### config.mk
export PLATFORM = sky130hd
export DESIGN_NAME = aes_mix_stage
export DESIGN_NICKNAME = d
export VERILOG_FILES = /design/src/rtl/aes_mix_stage_pkg.sv /design/src/rtl/aes_mix_stage_gf_mix_column.sv /design/src/rtl/aes_mix_stage.sv
export SDC_FILE = /design/constraint.sdc
export NUM_CORES = 1
export LEC_CHECK = 0
export CAP_MARGIN = 10
export CORE_AREA = 2 2 281 283
export DETAILED_ROUTE_END_ITERATION = 10
export DIE_AREA = 0 0 283 285
export SETUP_SLACK_MARGIN = 0.15
export SLEW_MARGIN = 15
export SYNTH_ARGS = -nofsm -noshare
export SYNTH_HDL_FRONTEND = slang
export SYNTH_SLANG_ARGS = --single-unit
### constraint.sdc
create_clock -name clk -period 2.16 [get_ports clk]
set_input_delay 0.648 -clock clk [delete_from_list [all_inputs] [get_ports clk]]
set_output_delay 0.648 -clock clk [all_outputs]
set_load 0.02 [all_outputs]
### src/rtl/aes_mix_stage_pkg.sv
// aes_mix_stage_pkg: shared AES round constants, types and GF(2^8) helpers
package aes_mix_stage_pkg;
  localparam int NR_AES128 = 10;
  localparam int NR_AES192 = 12;
  localparam int NR_AES256 = 14;
  typedef logic [127:0] state_t;
  typedef enum logic [1:0] {EMPTY, ONE, FULL} buf_st_e;
  function automatic logic [7:0] xtime(input logic [7:0] b);
    return {b[6:0], 1'b0} ^ (b[7] ? 8'h1b : 8'h00);
  endfunction
endpackage

### src/rtl/aes_mix_stage_gf_mix_column.sv
// gf_mix_column: one-column MixColumns, or InvMixColumns when dec_i is set
module gf_mix_column
  import aes_mix_stage_pkg::*;
(
  input  logic [31:0] col_i,
  input  logic        dec_i,
  output logic [31:0] col_o
);
  logic [7:0] a [4];
  logic [7:0] b [4];
  logic [7:0] u, v;
  // InvMixColumns = MixColumns after folding 4*(a0^a2) / 4*(a1^a3) into the column
  always_comb begin
    for (int i = 0; i < 4; i++) a[i] = col_i[31-8*i -: 8];
    u = dec_i ? xtime(xtime(a[0] ^ a[2])) : 8'h00;
    v = dec_i ? xtime(xtime(a[1] ^ a[3])) : 8'h00;
    b[0] = a[0] ^ u;
    b[1] = a[1] ^ v;
    b[2] = a[2] ^ u;
    b[3] = a[3] ^ v;
    col_o = '0;
    for (int i = 0; i < 4; i++)
      col_o[31-8*i -: 8] = xtime(b[i] ^ b[(i+1)%4]) ^ b[(i+1)%4] ^ b[(i+2)%4] ^ b[(i+3)%4];
  end
endmodule

### src/rtl/aes_mix_stage.sv
// aes_mix_stage: AES (Inv)MixColumns round stage with a 2-entry valid/ready elastic buffer
module aes_mix_stage
  import aes_mix_stage_pkg::*;
#(
  parameter int NR     = NR_AES128,
  parameter int NUM_W  = 4,
  parameter bit EN_DEC = 1'b1
) (
  input  logic             clk,
  input  logic             rst_n,
  input  logic             in_valid_i,
  output logic             in_ready_o,
  input  state_t           in_state_i,
  input  state_t           in_key_i,
  input  logic [NUM_W-1:0] in_num_i,
  input  logic             in_dec_i,
  output logic             out_valid_o,
  input  logic             out_ready_i,
  output state_t           out_state_o,
  output state_t           out_key_o,
  output logic [NUM_W-1:0] out_num_o,
  output logic             out_dec_o,
  output logic             out_err_o
);
  localparam int EW = 256 + NUM_W + 2;
  localparam logic [NUM_W-1:0] NR_L = NUM_W'(NR);
  buf_st_e st_q, st_d;
  logic [EW-1:0] head_q, head_d, skid_q, skid_d, new_e;
  logic rdy_q, dec, err, byp, in_xfer, out_xfer;
  state_t mixed;
  assign dec = EN_DEC && in_dec_i;
  assign err = (in_num_i == '0) || (in_num_i > NR_L);
  assign byp = err || (in_num_i == NR_L);
  for (genvar c = 0; c < 4; c++) begin : g_col
    gf_mix_column u_col (
      .col_i(in_state_i[127-32*c -: 32]),
      .dec_i(dec),
      .col_o(mixed[127-32*c -: 32])
    );
  end
  assign new_e = {byp ? in_state_i : mixed, in_key_i, in_num_i, dec, err};
  assign {out_state_o, out_key_o, out_num_o, out_dec_o, out_err_o} = head_q;
  assign out_valid_o = (st_q != EMPTY);
  assign in_ready_o = rdy_q;
  assign in_xfer = in_valid_i && rdy_q;
  assign out_xfer = out_valid_o && out_ready_i;
  always_comb begin
    st_d = st_q;
    head_d = head_q;
    skid_d = skid_q;
    case (st_q)
      EMPTY: if (in_xfer) begin
        head_d = new_e;
        st_d = ONE;
      end
      ONE: if (in_xfer && out_xfer) head_d = new_e;
        else if (in_xfer) begin
          skid_d = new_e;
          st_d = FULL;
        end else if (out_xfer) st_d = EMPTY;
      FULL: if (out_xfer) begin
        head_d = skid_q;
        st_d = ONE;
      end
      default: st_d = EMPTY;
    endcase
  end
  // in_ready is registered from the next state so it never sees out_ready combinationally
  always_ff @(posedge clk or negedge rst_n) begin
    if (!rst_n) begin
      st_q <= EMPTY;
      head_q <= '0;
      skid_q <= '0;
      rdy_q <= 1'b0;
    end else begin
      st_q <= st_d;
      head_q <= head_d;
      skid_q <= skid_d;
      rdy_q <= (st_d != FULL);
    end
  end
endmodule

==> metrics <==
drt via density=5.17; CTS Sinks=approximately 530; synthesized net count=3617; Max-cap violations=0; Nets=4833; fmax=about 0.4 GHz; Starting Density=between 30% and 40%; CP Data Arrival Time=just over 3 ns; post-synth top area cell=dfrtp_1; Clock Latency Late Sink=between 0.6 and 0.7 ns; setup TNS=-9.05 ns; htree depth=2; grt ovf=0; Core Region=between 70000 and 80000 um^2; slew of the pin with the lowest slew margin=0.563 ns; largest net degree at the start of global routing=between 100 and 150; I/O pins=around 530; Leak=25.5 nW; DIE HEIGHT=roughly 290 um; Tot GR Track Use=26.9%; max-slew violations=0; post-synthesis simple-gate area fraction=between 10% and 20%; TritonCTS clock tree=yes; PD cells=1130 nW/um^2; mux cell area share after synthesis=between 2 and 3%; share of post-route cells with drive strength above 1=a little over a third; die width=~280 um; Mapped Cells=3352; Synth Cell Area=around 31000 um^2; vias in the first global route=roughly 28000; Post-synth EDFFs=0; clock buffer depth=3; Fillers=5731; Num CTS Buffers=58; final cell count without fillers=around 5700; Synth Warn #=0; Worst Skew=0.0214 ns; top cells by area, synth=dfrtp_1 (43%), nand2_1 (11%), xnor2_1 (8.0%); crit path capture type=flop; status=finished with violations; Netlist cell types=between 50 and 60; post-route ant nets=0; Seq/Total Area, Yosys=42.8%; final instance area=between 50000 and 60000 um^2; unrepaired setup endpoints after global routing=yes; flops & latches, synth=527; post-detail-place hpwl=approximately 79000 um; die area=just over 80000 um^2; largest family of logic cells by synthesized area=XOR/XNOR gates; Post-Synth Adder-Cell Area=0%; RD Place Congestion=about 0.90; Routed WL=about 120000 um; global-route wire length before repair=approximately 170000 um; antenna violations before repair=6; final period utilization=116%; Rows=roughly 100; Hold WC Path Type=input pin to flop; DR WL/cell=21.4 um; top_reg_cell synth=dfrtp_1; Buffers on Ports=roughly 530; Hold Fails Final Rpt=0; syn avg cell area=about 9.2 um^2; top cell type's share of synthesized area=42.8%; Peak VDD IR=around 0.00094 V; crit path kind=input pin to flop; Synth Area in Compound Gates=about 13%; XOR/XNOR share of the synthesized area=22.2%; CP startpoint kind=input pin; via count=about 29000; Inst Count DP=5285; final worst slack=-0.343 ns; Synth async-reset ratio=100%; DP Area=43300 um^2; Max FO, Critical Path=2; CTS root buf=clkbuf_16; Final Critical Period=2.50 ns; failing checks=setup timing; Iter 0 DRT Violations=about 2100; Total Power=between 50 and 60 mW; area delta synth->final=69.1%; WP data required=between 2 and 3 ns; Clock transition at path regs=about 0.06 ns; Pre-antenna DRT Iters=7; final setup fails=roughly 120; DRC Markers=0; headroom to the max-slew limit=between 60% and 70%
## synth_stat cells, types with 2 or more instances
library cell  instances
nor2_1              246
nor4_1                2
dfrtp_1             527
clkbuf_1            211
or2_2                 4
a31oi_1             172
or3_1                32
a22oi_1               2
and2_1               14
a211oi_1             22
mux2_2                7
xnor3_1              87
o211a_1               7
o211ai_1             75
a21oi_1             101
nand2b_1             24
o21ai_1               2
a211o_1               8
xor2_1              166
a22o_1                2
xor3_1               19
xor2_4                3
nor2b_1               3
nor3_1                6
xnor2_2              12
xnor2_1             281
o31ai_1               3
nor2_2                3
and2_0                2
o21a_1               32
xnor2_4               4
and3_1               28
buf_2                 9
mux2i_1              70
a311oi_1              5
nand2_1             916
xor2_2                4
a21o_1               21
xor3_2                2
buf_1                20
inv_1                 5
nand3_1              10
o21ai_0             172
## kinds of logic after synthesis
kind of cell / count (synthesis)
AND/OR/NAND/NOR: 1293
buffers and inverters: 246
AO/OA/AOI/OAI: 631
multiplexers: 77
XOR/XNOR: 578
flip-flops: 527
## layout make-up
cell class	count	area, um^2	area share [%]
Sequential cell	527	13200	25.3
Antenna cell	5	12.5	0.0240
Timing Repair Buffer	1396	14000	26.9
Tap cell	1050	1310	2.52
Inverter	6	35.0	0.0673
Multi-Input combinational cell	2579	21500	41.4
Clock inverter	26	304	0.584
Clock buffer	80	1650	3.18
## metrics by stage
stage                     hold WS (ns)  setup slack, ns  utilization (%)
final                            0.325           -0.343             66.8
after global routing             0.348           -0.343             66.8
after CTS                        0.346           -0.213             61.5
after detailed placement         0.461            -1.24             55.5
after global placement           0.454            -1.20             55.5
after floorplan                  0.352           -0.414                -
## critical path, cell delays in order
cell,delay (ns)
buf_8,0.11
xor2_4,0.21
buf_6,0.13
buf_6,0.09
xnor3_1,0.40
nor2_2,0.23
xnor3_2,0.36
buf_6,0.16
xnor2_4,0.14
xnor2_2,0.17
a211o_1,0.28
a21oi_2,0.13
## state kept, by name, summed over array words and instances, names as in the netlist
name and flops:
head_q 262, in_ready_o 1, skid_q 262, st_q 2
## report_power, final
part	switching, mW	internal (mW)	leakage (nW)
clock	4.33	5.85	0.969
combinational	15.6	15.5	18.3
sequential	2.91	14.6	6.23
## cells in the final DEF, fill, tap and decap left out, drive strengths merged, types with 21 or more instances in the layout
| cell type | instances |
|---|---|
| a211oi | 22 |
| a21o | 21 |
| a21oi | 102 |
| a31oi | 172 |
| and3 | 28 |
| buf | 965 |
| clkbuf | 120 |
| clkdlybuf4s50 | 130 |
| dfrtp | 527 |
| dlymetal6s2s | 226 |
| mux2i | 70 |
| nand2 | 917 |
| nand2b | 24 |
| nor2 | 249 |
| o211ai | 75 |
| o21a | 32 |
| o21ai | 174 |
| or3 | 32 |
| xnor2 | 297 |
| xnor3 | 87 |
| xor2 | 173 |
| xor3 | 21 |
## routing by layer
metal / track usage, % / vias to the layer above / share of wire, %
li1: - / 13600 / -
met1: 36.9 / 14400 / 41
met2: 44.4 / 1077 / 49
met3: 4.29 / 238 / 6.4
met4: 7.51 / 0 / 3.5
met5: 0 / - / 0
## worst paths after layout
path | start | end | slack (ns) | cells after the start
max in group asynchronous | rst_n | head_q[222]$_DFFE_PN0P_ | 0.87 | 4
hold reg to reg | skid_q[126]$_DFFE_PN0P_ | skid_q[126]$_DFFE_PN0P_ | 0.47 | 2
min in group asynchronous | rst_n | head_q[26]$_DFFE_PN0P_ | 0.52 | 2
setup / recovery | in_state_i[23] | head_q[162]$_DFFE_PN0P_ | -0.34 | 12
setup reg to reg | st_q[0]$_DFF_PN0_ | head_q[233]$_DFFE_PN0P_ | 0.06 | 9
hold / removal | in_num_i[3] | head_q[5]$_DFFE_PN0P_ | 0.33 | 3
## what timing repair did
| item | in CTS | in global routing |
|---|---|---|
| hold buffers | 1 | 0 |
| buffers inserted | 147 | 113 |
| hold endpoints to repair | 18 | 0 |
| gates cloned | 3 | 9 |
| pin swaps | 296 | 326 |
| resized for setup | 920 | 745 |
| endpoints found under the setup margin | 544 | 592 |
(Power assumes the default switching activity.)
